--- src/rtl/multimode_time_core_if.sv ---
// Control pulses, set handshake and display bus of the multimode timekeeping core.
// The core connects through the slave modport; the driver of the pulses uses master.
interface multimode_time_core_if;
  logic        mode_step;
  logic        start_stop;
  logic        lap;
  logic        set_valid;
  logic [1:0]  set_field;
  logic [6:0]  set_value;
  logic        set_ready;
  logic [1:0]  mode;
  logic [7:0]  disp_hours;
  logic [7:0]  disp_min;
  logic [7:0]  disp_sec;
  logic [11:0] disp_milli;
  logic        pm;
  logic        running;
  logic        timer_done;

  modport master (
    output mode_step, start_stop, lap, set_valid, set_field, set_value,
    input  set_ready, mode, disp_hours, disp_min, disp_sec, disp_milli, pm, running, timer_done
  );

  modport slave (
    input  mode_step, start_stop, lap, set_valid, set_field, set_value,
    output set_ready, mode, disp_hours, disp_min, disp_sec, disp_milli, pm, running, timer_done
  );
endinterface

--- src/rtl/multimode_time_core.sv ---
// Timekeeping engine: 24h clock, countdown timer and stopwatch all run concurrently
// off a shared 1 ms tick; the mode picks which one is converted to BCD for display.
module multimode_time_core #(
  parameter int TICK_DIV  = 100000,
  parameter int SW_HR_MAX = 99,
  parameter int MODE_W    = 2
) (
  input  logic                 clk,
  input  logic                 resetn,
  multimode_time_core_if.slave bus
);

  localparam int PRE_W = $clog2(TICK_DIV);
  localparam logic [PRE_W-1:0]  PRE_LAST = PRE_W'(TICK_DIV - 1);
  localparam logic [MODE_W-1:0] M_CK24   = MODE_W'(0);
  localparam logic [MODE_W-1:0] M_CK12   = MODE_W'(1);
  localparam logic [MODE_W-1:0] M_TMR    = MODE_W'(2);
  localparam logic [MODE_W-1:0] M_SW     = MODE_W'(3);

  typedef struct packed {
    logic [6:0] h;
    logic [5:0] m;
    logic [5:0] s;
    logic [9:0] ms;
  } time_t;

  function automatic time_t t_inc(time_t t, logic [6:0] hmax);
    time_t r = t;
    if (t.ms != 10'd999) begin
      r.ms = t.ms + 10'd1;
    end else begin
      r.ms = '0;
      if (t.s != 6'd59) begin
        r.s = t.s + 6'd1;
      end else begin
        r.s = '0;
        if (t.m != 6'd59) begin
          r.m = t.m + 6'd1;
        end else begin
          r.m = '0;
          r.h = (t.h == hmax) ? 7'd0 : t.h + 7'd1;
        end
      end
    end
    return r;
  endfunction

  function automatic time_t t_dec(time_t t);
    time_t r = t;
    if (t.ms != 10'd0) begin
      r.ms = t.ms - 10'd1;
    end else begin
      r.ms = 10'd999;
      if (t.s != 6'd0) begin
        r.s = t.s - 6'd1;
      end else begin
        r.s = 6'd59;
        if (t.m != 6'd0) begin
          r.m = t.m - 6'd1;
        end else begin
          r.m = 6'd59;
          r.h = (t.h == 7'd0) ? 7'd23 : t.h - 7'd1;
        end
      end
    end
    return r;
  endfunction

  // Out-of-range set values saturate at the field maximum; milliseconds restart at 0.
  function automatic time_t t_set(time_t t, logic [1:0] f, logic [6:0] v);
    time_t r = t;
    case (f)
      2'd0: begin r.h = (v > 7'd23) ? 7'd23 : v;      r.ms = '0; end
      2'd1: begin r.m = (v > 7'd59) ? 6'd59 : v[5:0]; r.ms = '0; end
      2'd2: begin r.s = (v > 7'd59) ? 6'd59 : v[5:0]; r.ms = '0; end
      default: ;
    endcase
    return r;
  endfunction

  function automatic logic [7:0] to_bcd2(logic [6:0] v);
    return {4'(v / 7'd10), 4'(v % 7'd10)};
  endfunction

  function automatic logic [11:0] to_bcd3(logic [9:0] v);
    return {4'(v / 10'd100), 4'((v / 10'd10) % 10'd10), 4'(v % 10'd10)};
  endfunction

  // Returns {pm, hour 1..12}.
  function automatic logic [7:0] to_12h(logic [6:0] h);
    if (h == 7'd0)       return {1'b0, 7'd12};
    else if (h < 7'd12)  return {1'b0, h};
    else if (h == 7'd12) return {1'b1, 7'd12};
    else                 return {1'b1, h - 7'd12};
  endfunction

  logic [PRE_W-1:0]  r_pre;
  logic [MODE_W-1:0] r_mode;
  logic              r_alive;
  time_t             r_ck, r_tm, r_sw, r_lap;
  logic              r_tm_run, r_sw_run, r_hold, r_done;
  logic [7:0]        r_hours_p1, r_min_p1, r_sec_p1;
  logic [11:0]       r_milli_p1;
  logic              r_pm_p1;

  logic              w_tick, w_set_rdy, w_set_eff;
  time_t             w_ck_nxt, w_tm_nxt, w_sw_nxt, w_lap_nxt, w_show;
  logic              w_tm_run_nxt, w_done_nxt, w_sw_run_nxt, w_hold_nxt;
  logic [MODE_W-1:0] w_mode_nxt;
  logic [6:0]        w_hr_show;
  logic              w_pm;

  assign w_tick    = (r_pre == PRE_LAST);
  assign w_set_rdy = r_alive & ((r_mode == M_CK24) | (r_mode == M_CK12) |
                                ((r_mode == M_TMR) & ~r_tm_run));
  // Field 3 is handshaken but must leave every counter and flag untouched.
  assign w_set_eff = bus.set_valid & w_set_rdy & (bus.set_field != 2'd3);

  always_comb begin
    w_ck_nxt = r_ck;
    if (w_set_eff && (r_mode == M_CK24 || r_mode == M_CK12))
      w_ck_nxt = t_set(r_ck, bus.set_field, bus.set_value);
    else if (w_tick)
      w_ck_nxt = t_inc(r_ck, 7'd23);
  end

  always_comb begin
    w_tm_nxt     = r_tm;
    w_tm_run_nxt = r_tm_run;
    w_done_nxt   = r_done;
    if (w_set_eff && r_mode == M_TMR) begin
      w_tm_nxt   = t_set(r_tm, bus.set_field, bus.set_value);
      w_done_nxt = 1'b0;
    end else if (w_tick && r_tm_run) begin
      w_tm_nxt = t_dec(r_tm);
    end
    if (bus.start_stop && r_mode == M_TMR) begin
      if (r_tm_run) begin
        w_tm_run_nxt = 1'b0;
      end else if (w_tm_nxt != '0) begin
        w_tm_run_nxt = 1'b1;
        w_done_nxt   = 1'b0;
      end
    end
    // Expiry wins over any coincident start_stop.
    if (w_tick && r_tm_run && w_tm_nxt == '0) begin
      w_tm_run_nxt = 1'b0;
      w_done_nxt   = 1'b1;
    end
  end

  always_comb begin
    w_sw_nxt     = r_sw;
    w_lap_nxt    = r_lap;
    w_hold_nxt   = r_hold;
    w_sw_run_nxt = r_sw_run;
    if (bus.lap && r_mode == M_SW) begin
      if (r_sw_run) begin
        w_hold_nxt = ~r_hold;
        if (!r_hold) w_lap_nxt = r_sw;
      end else begin
        w_sw_nxt   = '0;
        w_hold_nxt = 1'b0;
      end
    end
    if (w_tick && r_sw_run) w_sw_nxt = t_inc(r_sw, 7'(SW_HR_MAX));
    if (bus.start_stop && r_mode == M_SW) w_sw_run_nxt = ~r_sw_run;
  end

  always_comb begin
    w_mode_nxt = r_mode;
    if (bus.mode_step) w_mode_nxt = (r_mode == M_SW) ? M_CK24 : r_mode + MODE_W'(1);
  end

  always_comb begin
    w_show = r_ck;
    case (r_mode)
      M_TMR:   w_show = r_tm;
      M_SW:    w_show = r_hold ? r_lap : r_sw;
      default: ;
    endcase
    w_hr_show = w_show.h;
    w_pm      = 1'b0;
    if (r_mode == M_CK12) {w_pm, w_hr_show} = to_12h(r_ck.h);
  end

  always_ff @(posedge clk or negedge resetn) begin
    if (!resetn) begin
      r_pre    <= '0;
      r_mode   <= '0;
      r_alive  <= 1'b0;
      r_ck     <= '0;
      r_tm     <= '0;
      r_sw     <= '0;
      r_lap    <= '0;
      r_tm_run <= 1'b0;
      r_sw_run <= 1'b0;
      r_hold   <= 1'b0;
      r_done   <= 1'b0;
    end else begin
      r_pre    <= w_tick ? '0 : r_pre + PRE_W'(1);
      r_mode   <= w_mode_nxt;
      r_alive  <= 1'b1;
      r_ck     <= w_ck_nxt;
      r_tm     <= w_tm_nxt;
      r_sw     <= w_sw_nxt;
      r_lap    <= w_lap_nxt;
      r_tm_run <= w_tm_run_nxt;
      r_sw_run <= w_sw_run_nxt;
      r_hold   <= w_hold_nxt;
      r_done   <= w_done_nxt;
    end
  end

  // Display stage p1: BCD of the counter state selected in the previous cycle.
  always_ff @(posedge clk or negedge resetn) begin
    if (!resetn) begin
      r_hours_p1 <= '0;
      r_min_p1   <= '0;
      r_sec_p1   <= '0;
      r_milli_p1 <= '0;
      r_pm_p1    <= 1'b0;
    end else begin
      r_hours_p1 <= to_bcd2(w_hr_show);
      r_min_p1   <= to_bcd2({1'b0, w_show.m});
      r_sec_p1   <= to_bcd2({1'b0, w_show.s});
      r_milli_p1 <= to_bcd3(w_show.ms);
      r_pm_p1    <= w_pm;
    end
  end

  assign bus.set_ready  = w_set_rdy;
  assign bus.mode       = 2'(r_mode);
  assign bus.disp_hours = r_hours_p1;
  assign bus.disp_min   = r_min_p1;
  assign bus.disp_sec   = r_sec_p1;
  assign bus.disp_milli = r_milli_p1;
  assign bus.pm         = r_pm_p1;
  assign bus.running    = ((r_mode == M_TMR) & r_tm_run) | ((r_mode == M_SW) & r_sw_run);
  assign bus.timer_done = r_done;

endmodule

--- src/flat_wrapper.sv ---
// flat-port wrapper written by rule: the top's interface ports become plain ports
module multimode_time_core_flat 
#(
  parameter int TICK_DIV  = 100000,
  parameter int SW_HR_MAX = 99,
  parameter int MODE_W    = 2
)
  (clk, resetn, bus_mode_step, bus_start_stop, bus_lap, bus_set_valid, bus_set_field, bus_set_value, bus_set_ready, bus_mode, bus_disp_hours, bus_disp_min, bus_disp_sec, bus_disp_milli, bus_pm, bus_running, bus_timer_done);
  multimode_time_core_if bus_i ();
  input  logic clk;
  input  logic resetn;
  input wire logic [$bits(bus_i.mode_step)-1:0] bus_mode_step;
  input wire logic [$bits(bus_i.start_stop)-1:0] bus_start_stop;
  input wire logic [$bits(bus_i.lap)-1:0] bus_lap;
  input wire logic [$bits(bus_i.set_valid)-1:0] bus_set_valid;
  input wire logic [$bits(bus_i.set_field)-1:0] bus_set_field;
  input wire logic [$bits(bus_i.set_value)-1:0] bus_set_value;
  output wire logic [$bits(bus_i.set_ready)-1:0] bus_set_ready;
  output wire logic [$bits(bus_i.mode)-1:0] bus_mode;
  output wire logic [$bits(bus_i.disp_hours)-1:0] bus_disp_hours;
  output wire logic [$bits(bus_i.disp_min)-1:0] bus_disp_min;
  output wire logic [$bits(bus_i.disp_sec)-1:0] bus_disp_sec;
  output wire logic [$bits(bus_i.disp_milli)-1:0] bus_disp_milli;
  output wire logic [$bits(bus_i.pm)-1:0] bus_pm;
  output wire logic [$bits(bus_i.running)-1:0] bus_running;
  output wire logic [$bits(bus_i.timer_done)-1:0] bus_timer_done;
  assign bus_i.mode_step = bus_mode_step;
  assign bus_i.start_stop = bus_start_stop;
  assign bus_i.lap = bus_lap;
  assign bus_i.set_valid = bus_set_valid;
  assign bus_i.set_field = bus_set_field;
  assign bus_i.set_value = bus_set_value;
  assign bus_set_ready = bus_i.set_ready;
  assign bus_mode = bus_i.mode;
  assign bus_disp_hours = bus_i.disp_hours;
  assign bus_disp_min = bus_i.disp_min;
  assign bus_disp_sec = bus_i.disp_sec;
  assign bus_disp_milli = bus_i.disp_milli;
  assign bus_pm = bus_i.pm;
  assign bus_running = bus_i.running;
  assign bus_timer_done = bus_i.timer_done;
  multimode_time_core #(.TICK_DIV(TICK_DIV), .SW_HR_MAX(SW_HR_MAX), .MODE_W(MODE_W)) u_core (.clk(clk), .resetn(resetn), .bus(bus_i));
endmodule
--- config.mk ---
export PLATFORM = sky130hd
export DESIGN_NAME = multimode_time_core_flat
export DESIGN_NICKNAME = d
export VERILOG_FILES = /design/src/rtl/multimode_time_core_if.sv /design/src/rtl/multimode_time_core.sv /design/src/flat_wrapper.sv
export SDC_FILE = /design/constraint.sdc
export NUM_CORES = 1
export LEC_CHECK = 0
export ABC_AREA = 1
export BUFFER_PORTS_ARGS = -buffer_cell sky130_fd_sc_hd__buf_4
export CAP_MARGIN = 10
export CORE_MARGIN = 2
export CORE_UTILIZATION = 50
export CTS_CLUSTER_SIZE = 20
export DETAILED_ROUTE_END_ITERATION = 10
export HOLD_SLACK_MARGIN = 0.08
export PLACE_DENSITY_LB_ADDON = 0.08
export SYNTH_ARGS = -nofsm -noshare
export SYNTH_HDL_FRONTEND = slang
export SYNTH_SLANG_ARGS = --single-unit
--- constraint.sdc ---
create_clock -name clk -period 9.81 [get_ports clk]
set_input_delay 0 -clock clk [delete_from_list [all_inputs] [get_ports clk]]
set_output_delay 0 -clock clk [all_outputs]
set_load 0.02 [all_outputs]
==> out/results.md, run 1 <==
| Parameter | Reported |
|---|---|
| Final standard cell count with taps included and fillers excluded | 1960 |
| Via/cell ratio | 5.42 |
| Core occupancy in the finished layout | 56.5% |
| Overall routed net length | 30200 µm |
| Min Clock Period, post-route | 6990 ps |
| Hold buffer count at CTS | 12 |
| Antenna Violating Nets Remaining | 0 |
| Area used by multi-input combinational logic | 6310 µm² |
| Dpl cells | 1917 |
| Mapped Cells | 1563 |
| Clock edge transition at the registers on the reported setup and hold paths | 70 ps |
| CTS H-tree lvls | 4 |
| Combined area of all synthesized cells | 11700 µm² |
| RSZ-0062 raised after global routing | false |
| Setup TNS | 0 ps |
| Total of flip-flops plus latches after synthesis | 175 |
| Net count of the finished layout | 1685 |
| Count of unique library cells instantiated by Yosys | 70 |
| Fmax achieved | 143 MHz |
| Post-CTS sizing | 0 |
| Port Buffer Count | 54 |
| Clock tree buffer depth | 2 |
| Yosys top cell area share | 37.4% |
| Critical path's most frequent cell | nand2_1 |
| Post-detail-place hpwl | 22500 µm |
| Number of warnings issued by yosys | 0 |
| # Max-Cap Violations | 0 |
| Final WS setup | 2820 ps |
| DRC viols | 0 |
| Worst Setup Slack post-DPL | 2870 ps |
| Final global-route overflow total | 0 |
| Die W | 157 µm |
| Final weighted congestion in routability-driven placement | 0.918 |
| Library cell with the largest summed area after synthesis | dfrtp_1 |
| Diode insertion count for antenna repair | 0 |
| Sequential cell area | 4380 µm² |
| Full die area | 24700 µm² |
| Global-route wire length before repair | 49800 µm |
| Number of top-level design ports | 57 |
| Slew at the pin with the worst max-slew slack | 1060 ps |
| Number of enable-type register cells in the synthesized netlist | 0 |
| Detailed-router iteration count before antenna repair | 5 |
| Mean post-synth cell area | 7.49 µm² |
| Initial antenna violation count | 0 |
| Cts bufs inserted | 17 |
| Most numerous cell types in the synthesized netlist | nand2_1 (295), inv_1 (221), dfrtp_1 (175), o21ai_0 (141), nor2_1 (136) |
| Class of the tightest hold or removal check | input port to flip-flop |
| Cell with the most instances after synthesis | nand2_1 |
| Maximum cell stage delay along the critical path | 550 ps |
| Fraction of layout cells with a size suffix above 1 | 11.5% |
| Max Fanout on Critical Path | 25 |
| TritonCTS clock tree | done |
| Count of filler cells inserted in the layout | 2197 |
| Worst clock skew | 10.2 ps |
| Worst path required time | 10140 ps |
| Chip height | 157 µm |
| Starting DRC count in detailed routing | 822 |
| Via count | 10.6k |
| Result of the run | completed |
| Predominant post-synthesis flop cell | dfrtp_1 |
| Number of core rows | 56 |
| CORE AREA | 23300 µm² |
| Synth-to-layout area growth | 12.2% |
| Via count of the first global-routing pass | 9788 |
| Crit path capture type | flip-flop |
| Max-slew violation total from the final report | 0 |
| Worst setup path category | flip-flop to flip-flop |
| Critical path startpoint category | flip-flop |
| Share of synthesized registers carrying an async set or reset | 100% |
| Max stage delay cell, worst path | nor2_4 |
| Arr. time, crit path | 7320 ps |
| Number of endpoints with negative hold slack in the final report | 0 |
| Clk Latency, worst-skew pair | 430 ps |
| Clock Root Buffer | clkbuf_16 |
| Total global-route track usage | 25.3% |
| Dominant cells by area after synthesis | dfrtp_1 (37%), nand2_1 (9.5%), inv_1 (7.1%) |
| Register area share after synthesis | 37.4% |
| TritonCTS sink count | 175 |
| Final Cycle Share | 71.2% |
| # Post-CTS Setup Buffers | 0 |
| Normalized max-slew margin | 29.5% |
| Final setup violation count | 0 |
| Effective utilization at floorplan | 50.3% |
| Maximum number of pins on one net before global-route repair | 112 |
| Routed length per instance | 15.4 µm |
## worst max-delay path: cells and delay by family, from the launching register on
family / cells / cell delay (ps)
adders and majority gates: 4 / 750
xor gates and xnor gates: 1 / 120
AOI/OAI and AO/OA: 1 / 210
DFF: 1 / 390
buffers and inverters: 7 / 660
and+or+nand+nor: 38 / 4700
## cells by family (layout without fill, tap and decap cells)
kind of cell | count (synthesis) | after routing | synth area share, %
other | 2 | 3 | 0.0641
XOR/XNOR | 45 | 45 | 3.37
AND/OR/NAND/NOR | 684 | 684 | 27.9
flip-flops | 175 | 175 | 37.4
adder cells (fa/ha/maj) | 41 | 41 | 4.38
multiplexers | 16 | 16 | 1.46
AO/OA/AOI/OAI | 334 | 334 | 16.6
buffers and inverters | 266 | 343 | 8.81
## state kept, by name (all words and copies together) (netlist names)
name,cells
u_core.bus.mode,2
u_core.bus.disp_sec,7
u_core.r_alive,1
u_core.r_hold,1
u_core.bus.disp_milli,12
u_core.r_lap,29
u_core.bus.timer_done,1
u_core.bus.disp_hours,8
u_core.r_tm_run,1
u_core.bus.disp_min,7
u_core.bus.pm,1
u_core.r_pre,17
u_core.r_tm,29
u_core.r_sw_run,1
u_core.r_sw,29
u_core.r_ck,29
## worst paths after layout
| check | start | end | slack [ps] | depth (start not counted) |
|---|---|---|---|---|
| setup / recovery | u_core.bus.mode[0]$_DFFE_PN0P_ | u_core.bus.disp_milli[7]$_DFF_PN0_ | 2820 | 51 |
| hold / removal | bus_set_value[6] | u_core.r_tm[16]$_DFF_PN0_ | 110 | 5 |
| setup reg to reg | u_core.bus.mode[0]$_DFFE_PN0P_ | u_core.bus.disp_milli[7]$_DFF_PN0_ | 2820 | 51 |
| hold reg to reg | u_core.r_pre[0]$_DFF_PN0_ | u_core.r_pre[0]$_DFF_PN0_ | 470 | 1 |
| max in group asynchronous | resetn | u_core.r_ck[21]$_DFFE_PN0P_ | 8030 | 3 |
| min in group asynchronous | resetn | u_core.r_pre[11]$_DFF_PN0_ | 260 | 2 |
## through the flow
stage / area [µm²] / hold WS, ps
2_1_floorplan: 11700 / -296
3_3_place_gp: 12500 / 233
3_5_place_dp: 12500 / 222
4_1_cts: 13100 / 103
5_1_grt: 13100 / 187
6_report: 13100 / 113
## layout by cell type (no fill, tap or decap), types with 10 or more instances in the layout
cell type      synthesis  final
a21oi_1               92     92
buf_4                  3     62
clkbuf_16              0     17
dfrtp_1              175    175
dlygate4sd3_1          0     12
ha_1                  41     41
inv_1                221    221
nand2_1              295    295
nand2_2               20     20
nand2_4               10     10
nand3_1               89     89
nand4_1               20     20
nor2_1               136    136
nor3_1                40     39
nor4_1                20     20
o21ai_0              141    141
o22ai_1               21     21
xnor2_1               11     11
xor2_1                34     34
## cell type report
type | instances | share of cell area, %
Clock buffer | 22 | 3.68
Clock inverter | 9 | 0.590
Inverter | 237 | 6.83
Multi-Input combinational cell | 1123 | 48.0
Sequential cell | 175 | 33.3
Tap cell | 319 | 3.04
Timing Repair Buffer | 75 | 4.54
## metal layers
metal  track usage, %  vias to the layer above  wire (µm)
li1                 -                     5336          -
met2             40.6                      258      13700
met3             3.47                       27       1420
met5                0                        -          0
met4             5.37                        0        390
met1             36.6                     4996      14600
Power of run 1 is not shown: default switching activity piles up to over one toggle a cycle in this logic, so the estimate is an artifact.
==> run 2: changes to the inputs <==
--- a/config.mk
+++ b/config.mk
@@ -5,7 +5,7 @@
 export SDC_FILE = /design/constraint.sdc
 export NUM_CORES = 1
 export LEC_CHECK = 0
-export ABC_AREA = 1
+export ABC_AREA = 0
 export BUFFER_PORTS_ARGS = -buffer_cell sky130_fd_sc_hd__buf_4
 export CAP_MARGIN = 10
 export CORE_MARGIN = 2
==> constraint.sdc (replaced) <==
create_clock -name clk -period 5.6 [get_ports clk]
set_input_delay 0 -clock clk [delete_from_list [all_inputs] [get_ports clk]]
set_output_delay 0 -clock clk [all_outputs]
set_load 0.02 [all_outputs]
==> run 2 against run 1 <==
  * First-iteration DRC count is 29% higher
  * Synthesized cell count is 6.9% lower
  * Synthesized area is 6.8% higher
  * Critical path type unchanged
  * Maximum frequency is 30% higher
  * Clock skew is 6.3 ps higher
  * Non-clock buffer count is 53 higher
  * Sequential cell count stayed put
  * Count of clock-buffer cells in the layout is 4 lower
  * Design area is 8.7% higher
==> out/results.md, run 2 <==
| Parameter | Reported | vs previous |
|---|---|---|
| Clock tree buffer depth | 2 | unchanged |
| DRC viols | 0 | unchanged |
| Clk Latency, worst-skew pair | 430 ps | about the same |
| Normalized max-slew margin | 24.4% | -5.1 points |
| Most common library cell in the layout ignoring fill and taps | dfrtp_1 |  |
| Worst clock skew | 16.5 ps | +6.32 ps |
| Initial antenna violation count | 1 | +1 |
| Predominant post-synthesis flop cell | dfrtp_1 |  |
| Fraction of layout cells with a size suffix above 1 | 18.2% | +6.8 points |
| Number of top-level design ports | 57 | unchanged |
| Number of endpoints with negative hold slack in the final report | 0 | unchanged |
| Worst hold slack | 90.0 ps | -23.0 ps |
| Overall routed net length | 34500 µm | +14% |
| Synth-to-layout area growth | 14.2% |  |
| TritonCTS clock tree | done |  |
| Dpl cells | 1816 | -5.3% |
| CTS H-tree lvls | 4 | unchanged |
| Final setup violation count | 0 | unchanged |
| Crit path capture type | flip-flop |  |
| Most numerous cell types in the synthesized netlist | dfrtp_1 (175), nand2_1 (147), nor2_1 (136), o21ai_0 (122), a21oi_1 (78) |  |
| Cell leakage power | 0.00617 µW |  |
| Total of flip-flops plus latches after synthesis | 175 | unchanged |
| Full die area | 26300 µm² | +6.6% |
| TritonCTS sink count | 175 | unchanged |
| Via/cell ratio | 6.16 | +14% |
| Global routing usage on met1 | 35.5% | -1.1 points |
| Clock edge transition at the registers on the reported setup and hold paths | 70 ps | about the same |
| Arr. time, crit path | 5740 ps | -1580 ps |
| Count of filler cells inserted in the layout | 2172 | -1.1% |
| Post-detail-place hpwl | 25000 µm | +11% |
| Mapped Cells | 1455 | -6.9% |
| Via count | 11.5k | +8.3% |
| CORE AREA | 24500 µm² | +5.2% |
| Max-slew violation total from the final report | 0 | unchanged |
| Register area share after synthesis | 35.0% | -2.4 points |
| Starting DRC count in detailed routing | 1060 | +29% |
| Chip height | 162 µm | +3.3% |
| Min Clock Period, post-route | 5390 ps | -1600 ps |
| Final global-route overflow total | 0 | unchanged |
| Combined area of all synthesized cells | 12500 µm² | +6.8% |
| Global-route wire length before repair | 56500 µm | +14% |
| Global routing's busiest layer | met2 |  |
| Yosys top cell area share | 35.0% | -2.4 points |
| Effective utilization at floorplan | 51.1% | +0.78 points |
| Max Fanout on Critical Path | 13 | -48% |
| Count of unique library cells instantiated by Yosys | 99 | +41% |
| Result of the run | completed |  |
| Net count of the finished layout | 1586 | -5.9% |
| Met2 layer usage reported by global route | 44.1% | +3.5 points |
| Worst path required time | 5950 ps | -4190 ps |
| Clock Root Buffer | clkbuf_16 |  |
| Critical path startpoint category | flip-flop |  |
| Number of warnings issued by yosys | 0 | unchanged |
| Dominant cells by area after synthesis | dfrtp_1 (35%), o21ai_0 (4.9%), mux2_2 (4.8%) |  |
| # Max-Cap Violations | 0 | unchanged |
| Slew at the pin with the worst max-slew slack | 1130 ps | +73.6 ps |
| Commonest cells after routing, fill and taps aside | dfrtp_1 (175), nand2_1 (147), nor2_1 (136) |  |
| Final weighted congestion in routability-driven placement | 0.944 | +2.9% |
| GR met3 Demand/Resource | 3.65% | +0.18 points |
| Detailed-router iteration count before antenna repair | 7 | +2 |
| Port Buffer Count | 54 | unchanged |
| Die W | 162 µm | +3.3% |
| Final Cycle Share | 96.2% | +25 points |
| Pwr Density | 703 nW/µm² |  |
| Cts bufs inserted | 17 | unchanged |
| Peak supply drop | 0.566 mV |  |
| Cell with the most instances after synthesis | dfrtp_1 |  |
| Final standard cell count with taps included and fillers excluded | 1867 | -4.7% |
| Worst setup path category | flip-flop to flip-flop |  |
| Share of synthesized registers carrying an async set or reset | 100% | unchanged |
| Routed length per instance | 18.5 µm | +20% |
| Fmax achieved | 186 MHz | +30% |
| Number of core rows | 57 | +1.8% |
| Number of enable-type register cells in the synthesized netlist | 0 | unchanged |
| Maximum number of pins on one net before global-route repair | 108 | -3.6% |
| Via count of the first global-routing pass | 10.9k | +12% |
| Total global-route track usage | 26.5% | +1.2 points |
| Mean post-synth cell area | 8.60 µm² | +15% |
| Antenna Violating Nets Remaining | 0 | unchanged |
| Library cell with the largest summed area after synthesis | dfrtp_1 |  |
| Class of the tightest hold or removal check | input port to flip-flop |  |
| RSZ-0062 raised after global routing | true |  |
run 2: changes by cell type in the layout (fill, tap and decap cells not counted), moves of 22 or more:
cell     previous run  this run
inv_1             221        54
nand2_1           295       147
buf_4              62       109
mux2_2              9        53
and2_1              0        22
run 2: power breakdown:
part	internal, µW	switching, µW
sequential	1560	232
clock	724	537
combinational	2950	4040
total	5240	4810
run 2: critical path: stages (launching register included):
cell and delay [ps]:
dfrtp_1 410, buf_4 150, ha_2 210, buf_4 220
a221o_1 430, buf_4 190, maj3_2 320, o2111a_1 270
a211oi_2 270, o31a_4 200, inv_2 70, o211ai_4 200
a21o_1 150, a21boi_1 90, o21ai_1 200, nand2_1 130
ha_2 220, or3_1 370, o211ai_1 190, or3_1 140
nand4b_1 90, a32oi_1 200, o2111ai_2 190, a21oi_2 200
mux2i_1 200
run 2: worst paths after layout:
check,from,endpoint,slack [ps],cells past startpoint
setup / recovery,u_core.bus.mode[0]$_DFFE_PN0P_,u_core.bus.disp_milli[6]$_DFF_PN0_,210,24
hold / removal,bus_set_value[5],u_core.r_tm[12]$_DFF_PN0_,90,4
setup reg to reg,u_core.bus.mode[0]$_DFFE_PN0P_,u_core.bus.disp_milli[6]$_DFF_PN0_,210,24
hold reg to reg,u_core.r_pre[0]$_DFF_PN0_,u_core.r_pre[0]$_DFF_PN0_,480,1
max in group asynchronous,resetn,u_core.r_tm[3]$_DFF_PN0_,3860,3
min in group asynchronous,resetn,u_core.r_pre[8]$_DFF_PN0_,250,2
run 2: repair_timing:
item                                    4_1_cts  5_1_grt
gates resized for setup                       1       23
setup buffers                                 0        5
endpoints found under the setup margin        1        4
pin swaps                                     0        4
hold endpoints to repair                    128        0
hold buffers                                 14        0
run 2: cell families (layout without fill, tap and decap cells):
| kind of cell | after synthesis | in the layout | synth area share [%] |
|---|---|---|---|
| compound gates | 428 | 428 | 24.3 |
| xor+xnor | 50 | 50 | 3.71 |
| fa+ha+maj | 43 | 43 | 4.28 |
| buf+inv | 130 | 216 | 4.61 |
| flops | 175 | 175 | 35.0 |
| mux | 69 | 69 | 6.25 |
| other cells | 2 | 4 | 0.0600 |
| simple gates | 558 | 558 | 21.8 |
run 2: through the flow:
step / setup TNS [ps] / cell area, µm² / util (%) / worst slack [ps] / total power [µW]
final: 0 / 14300 / 58.4 / 214 / 10000
after global routing: -175 / 14300 / 58.4 / -90.2 / 10900
after CTS: 0 / 14100 / 57.8 / 47.8 / 9840
after detailed placement: -19.1 / 13400 / 54.7 / -19.1 / 8500
after global placement: 0 / 13400 / 54.7 / 64.8 / 8500
after floorplan: 0 / 12500 / - / 137 / 6930
run 2: area by class of cell:
type	instances	area [µm²]	area share (%)
Antenna cell	1	2.50	0.0175
Clock inverter	13	175	1.23
Inverter	57	214	1.50
Sequential cell	175	4380	30.7
Multi-Input combinational cell	1151	7650	53.6
Clock buffer	18	439	3.07
Tap cell	324	405	2.84
Timing Repair Buffer	128	1020	7.12
run 2: routing by layer:
layer  wire (µm)  vias up
li1            -     5504
met1       15300     5557
met2       16400      372
met3        1800       67
met4         988        0
met5           0        -
No activity file was read; power rests on OpenSTA's default activity.
==> run 3: changes to the inputs <==
--- a/config.mk
+++ b/config.mk
@@ -10,6 +10,7 @@
 export CAP_MARGIN = 10
 export CORE_MARGIN = 2
 export CORE_UTILIZATION = 50
+export CTS_CLUSTER_DIAMETER = 100
 export CTS_CLUSTER_SIZE = 20
 export DETAILED_ROUTE_END_ITERATION = 10
 export HOLD_SLACK_MARGIN = 0.08
==> constraint.sdc (replaced) <==
create_clock -name clk -period 4.8 [get_ports clk]
set_input_delay 0 -clock clk [delete_from_list [all_inputs] [get_ports clk]]
set_output_delay 0 -clock clk [all_outputs]
set_load 0.02 [all_outputs]
==> run 3 against run 2 <==
  * Die area did not move
  * Combinational power rose by 66%
  * Setup slack got worse by 370 ps
  * Via count rose by 7.5%
  * The flow now finishes with violations (negative setup slack)
  * Non-clock buffer count rose by 178
  * Utilization rose by 8.1 points
==> out/results.md, run 3 (synthesis gave the netlist of run 2 again) <==
| Parameter | Reported | vs previous |
|---|---|---|
| Clock tree buffer depth | 2 | unchanged |
| Family with the most delay on the worst path | compound AO/OA/AOI/OAI gates |  |
| Effective utilization at floorplan | 51.1% | unchanged |
| RSZ-0062 raised after global routing | true |  |
| Die W | 162 µm | unchanged |
| Synth-to-layout area growth | 30.0% |  |
| Sequential cell area | 4380 µm² | about the same |
| Final WS setup | -153 ps | -367 ps |
| Number of endpoints with negative hold slack in the final report | 0 | unchanged |
| DRC viols | 0 | unchanged |
| Reg-to-reg setup timing slack | -150 ps | -370 ps |
| Commonest cells after routing, fill and taps aside | buf_4 (258), dfrtp_1 (173), nand2_1 (142) |  |
| Net count of the finished layout | 1766 | +11% |
| Reg-to-Reg End | u_core.bus.disp_milli[6]$_DFF_PN0_ |  |
| Crit path capture type | flip-flop |  |
| Worst setup path category | flip-flop to flip-flop |  |
| Pwr Density | 929 nW/µm² | +32% |
| Worst clock skew | 15.8 ps | -0.664 ps |
| Global routing's busiest layer | met2 |  |
| Global routing usage on met1 | 35.8% | +0.34 points |
| Buffer and inverter count on the worst path | 3 | -1 |
| Detailed-router iteration count before antenna repair | 5 | -2 |
| Final standard cell count with taps included and fillers excluded | 2047 | +9.6% |
| Clock edge transition at the registers on the reported setup and hold paths | 70 ps | about the same |
| Clock Root Buffer | clkbuf_16 |  |
| Diode insertion count for antenna repair | 0 | -1 |
| Final Cycle Share | 103% | +7.0 points |
| Worst Setup Slack post-DPL | -255 ps | -236 ps |
| Result of the run | complete, but fails checks |  |
| Starting DRC count in detailed routing | 982 | -7.4% |
| Antenna Violating Nets Remaining | 0 | unchanged |
| # Max-Cap Violations | 0 | unchanged |
| Count of filler cells inserted in the layout | 1968 | -9.4% |
| Via count | 12.4k | +7.5% |
| Met2 layer usage reported by global route | 47.7% | +3.6 points |
| Violations in the final reports | negative setup slack |  |
| Final weighted congestion in routability-driven placement | 0.930 | -1.5% |
| Worst Setup EP | u_core.bus.disp_milli[6]$_DFF_PN0_ |  |
| Final setup violation count | 3 | +3 |
| Port Buffer Count | 54 | unchanged |
| Initial antenna violation count | 0 | -1 |
| TritonCTS clock tree | done |  |
| Number of top-level design ports | 57 | unchanged |
| Most common library cell in the layout ignoring fill and taps | buf_4 |  |
| Fraction of layout cells with a size suffix above 1 | 30.5% | +12 points |
| Total global-route track usage | 28.1% | +1.6 points |
| Area used by multi-input combinational logic | 8150 µm² | +6.4% |
| TritonCTS sink count | 175 | unchanged |
| Critical path startpoint | u_core.bus.mode[1]$_DFFE_PN0P_ |  |
| Max Fanout on Critical Path | 8 | -5 |
| Max stage delay cell, worst path | dfrtp_2 |  |
| Slew at the pin with the worst max-slew slack | 878 ps | -253 ps |
| Overall routed net length | 37600 µm | +8.9% |
| Clk Latency, worst-skew pair | 440 ps | about the same |
| GR met3 Demand/Resource | 4.26% | +0.61 points |
| CTS H-tree lvls | 4 | unchanged |
| Via/cell ratio | 6.04 | -2.0% |
| Number of core rows | 57 | unchanged |
| Final global-route overflow total | 0 | unchanged |
| Arr. time, crit path | 5310 ps | -430 ps |
| Max-slew violation total from the final report | 0 | unchanged |
| Global-route wire length before repair | 59800 µm | +5.8% |
| Full die area | 26300 µm² | unchanged |
| Class of the tightest hold or removal check | input port to flip-flop |  |
| Chip height | 162 µm | unchanged |
| R2R depth | 23 | -4.2% |
| Via count of the first global-routing pass | 11.9k | +8.9% |
| Fmax achieved | 202 MHz | +8.7% |
| Peak supply drop | 0.909 mV | +60% |
| Min Clock Period, post-route | 4950 ps | -433 ps |
| Post-detail-place hpwl | 26300 µm | +5.3% |
| Maximum number of pins on one net before global-route repair | 103 | -4.6% |
| Setup TNS | -393 ps | -393 ps |
| Normalized max-slew margin | 40.7% | +16 points |
| Worst path required time | 5160 ps | -790 ps |
| Critical path startpoint category | flip-flop |  |
| Dpl cells | 1932 | +6.4% |
| Maximum cell stage delay along the critical path | 450 ps | +20 ps |
| CORE AREA | 24500 µm² | unchanged |
| Series of cell instances along the critical path | ha_4 -> nor2_4 -> a221o_2 -> buf_6 -> buf_4 -> nand2_4 -> a2111o_1 -> a22oi_2 -> buf_4 -> or2_4 -> a21o_1 -> a21boi_2 -> o21ai_1 -> nand2_1 -> ha_4 -> or3_1 -> o211ai_1 -> or3_1 -> nand4b_1 -> a32oi_2 -> o2111ai_2 -> a21oi_2 -> mux2i_1 |  |
| WP depth | 23 | -4.2% |
| Routed length per instance | 18.4 µm | -0.67% |
| Cts bufs inserted | 17 | unchanged |
| Worst r2r src | u_core.bus.mode[1]$_DFFE_PN0P_ |  |
| Cell leakage power | 0.00720 µW | +17% |
==> run 3: cell types whose count changed in the layout (fill, tap and decap cells not counted), sizes merged <==
cell      previous run  this run
bufinv               3         1
inv                 62        64
clkinv               5         6
diode                1         0
clkinvlp             0         1
nor2               140       141
buf                113       289
clkbuf              19        20
a221oi              12        13
==> run 3: final cells by class <==
cell class | instances | area share, %
multi-input combinational | 1153 | 50.1
inverter | 57 | 1.33
clock inverter | 15 | 1.05
sequential | 175 | 27.0
timing repair buffer | 306 | 15.5
tap | 324 | 2.49
clock buffer | 17 | 2.62
==> run 3: stage by stage <==
step                      cell area (µm²)  utilization [%]  total power (µW)  hold WS [ps]
after global placement              14400             59.0             11500           166
final                               16300             66.5             15100           128
after floorplan                     12700                -              8280          -296
after CTS                           15600             63.7             14000           119
after detailed placement            14400             59.0             11600           172
after global routing                16300             66.5             16200           154
==> run 3: timing repair <==
item                       in CTS  in global routing
resized for setup              42                 83
hold buffers                   14                  0
setup endpoints to repair       4                 11
hold endpoints to repair      126                  0
cloned                          2                  0
setup buffers                  28                 41
pin swaps                      34                 52
==> run 3: layer usage <==
layer	wire [µm]	up-vias
met3	1700	111
met1	16000	5981
met5	0	-
met4	1480	0
li1	-	5888
met2	18400	379
==> run 3: worst min-delay path by stage <==
stage / startpoint / end / depth (start not counted)
3_5_place_dp: resetn / u_core.r_pre[13]$_DFF_PN0_ / 1
6_report: bus_set_value[5] / u_core.r_ck[15]$_DFFE_PN0P_ / 4
4_1_cts: bus_set_value[5] / u_core.r_ck[15]$_DFFE_PN0P_ / 4
5_1_grt: bus_set_value[5] / u_core.r_tm[12]$_DFF_PN0_ / 4
3_3_place_gp: resetn / u_core.r_pre[14]$_DFF_PN0_ / 1
2_1_floorplan: resetn / u_core.bus.disp_hours[0]$_DFF_PN0_ / 0
==> run 3: report_power, final <==
| group | total [µW] | leakage [µW] | switching [µW] | internal, µW |
|---|---|---|---|---|
| logic | 11600 | 0.00466 | 5820 | 5770 |
| registers | 2090 | 0.00224 | 269 | 1820 |
| clock network | 1420 | 0.000292 | 671 | 745 |
==> run 3: tightest hold or removal path: cells and delay by family <==
family                 cells  cell delay (ps)
buffers and inverters      1               90
AOI/OAI and AO/OA          2              220
and+or+nand+nor            1              210
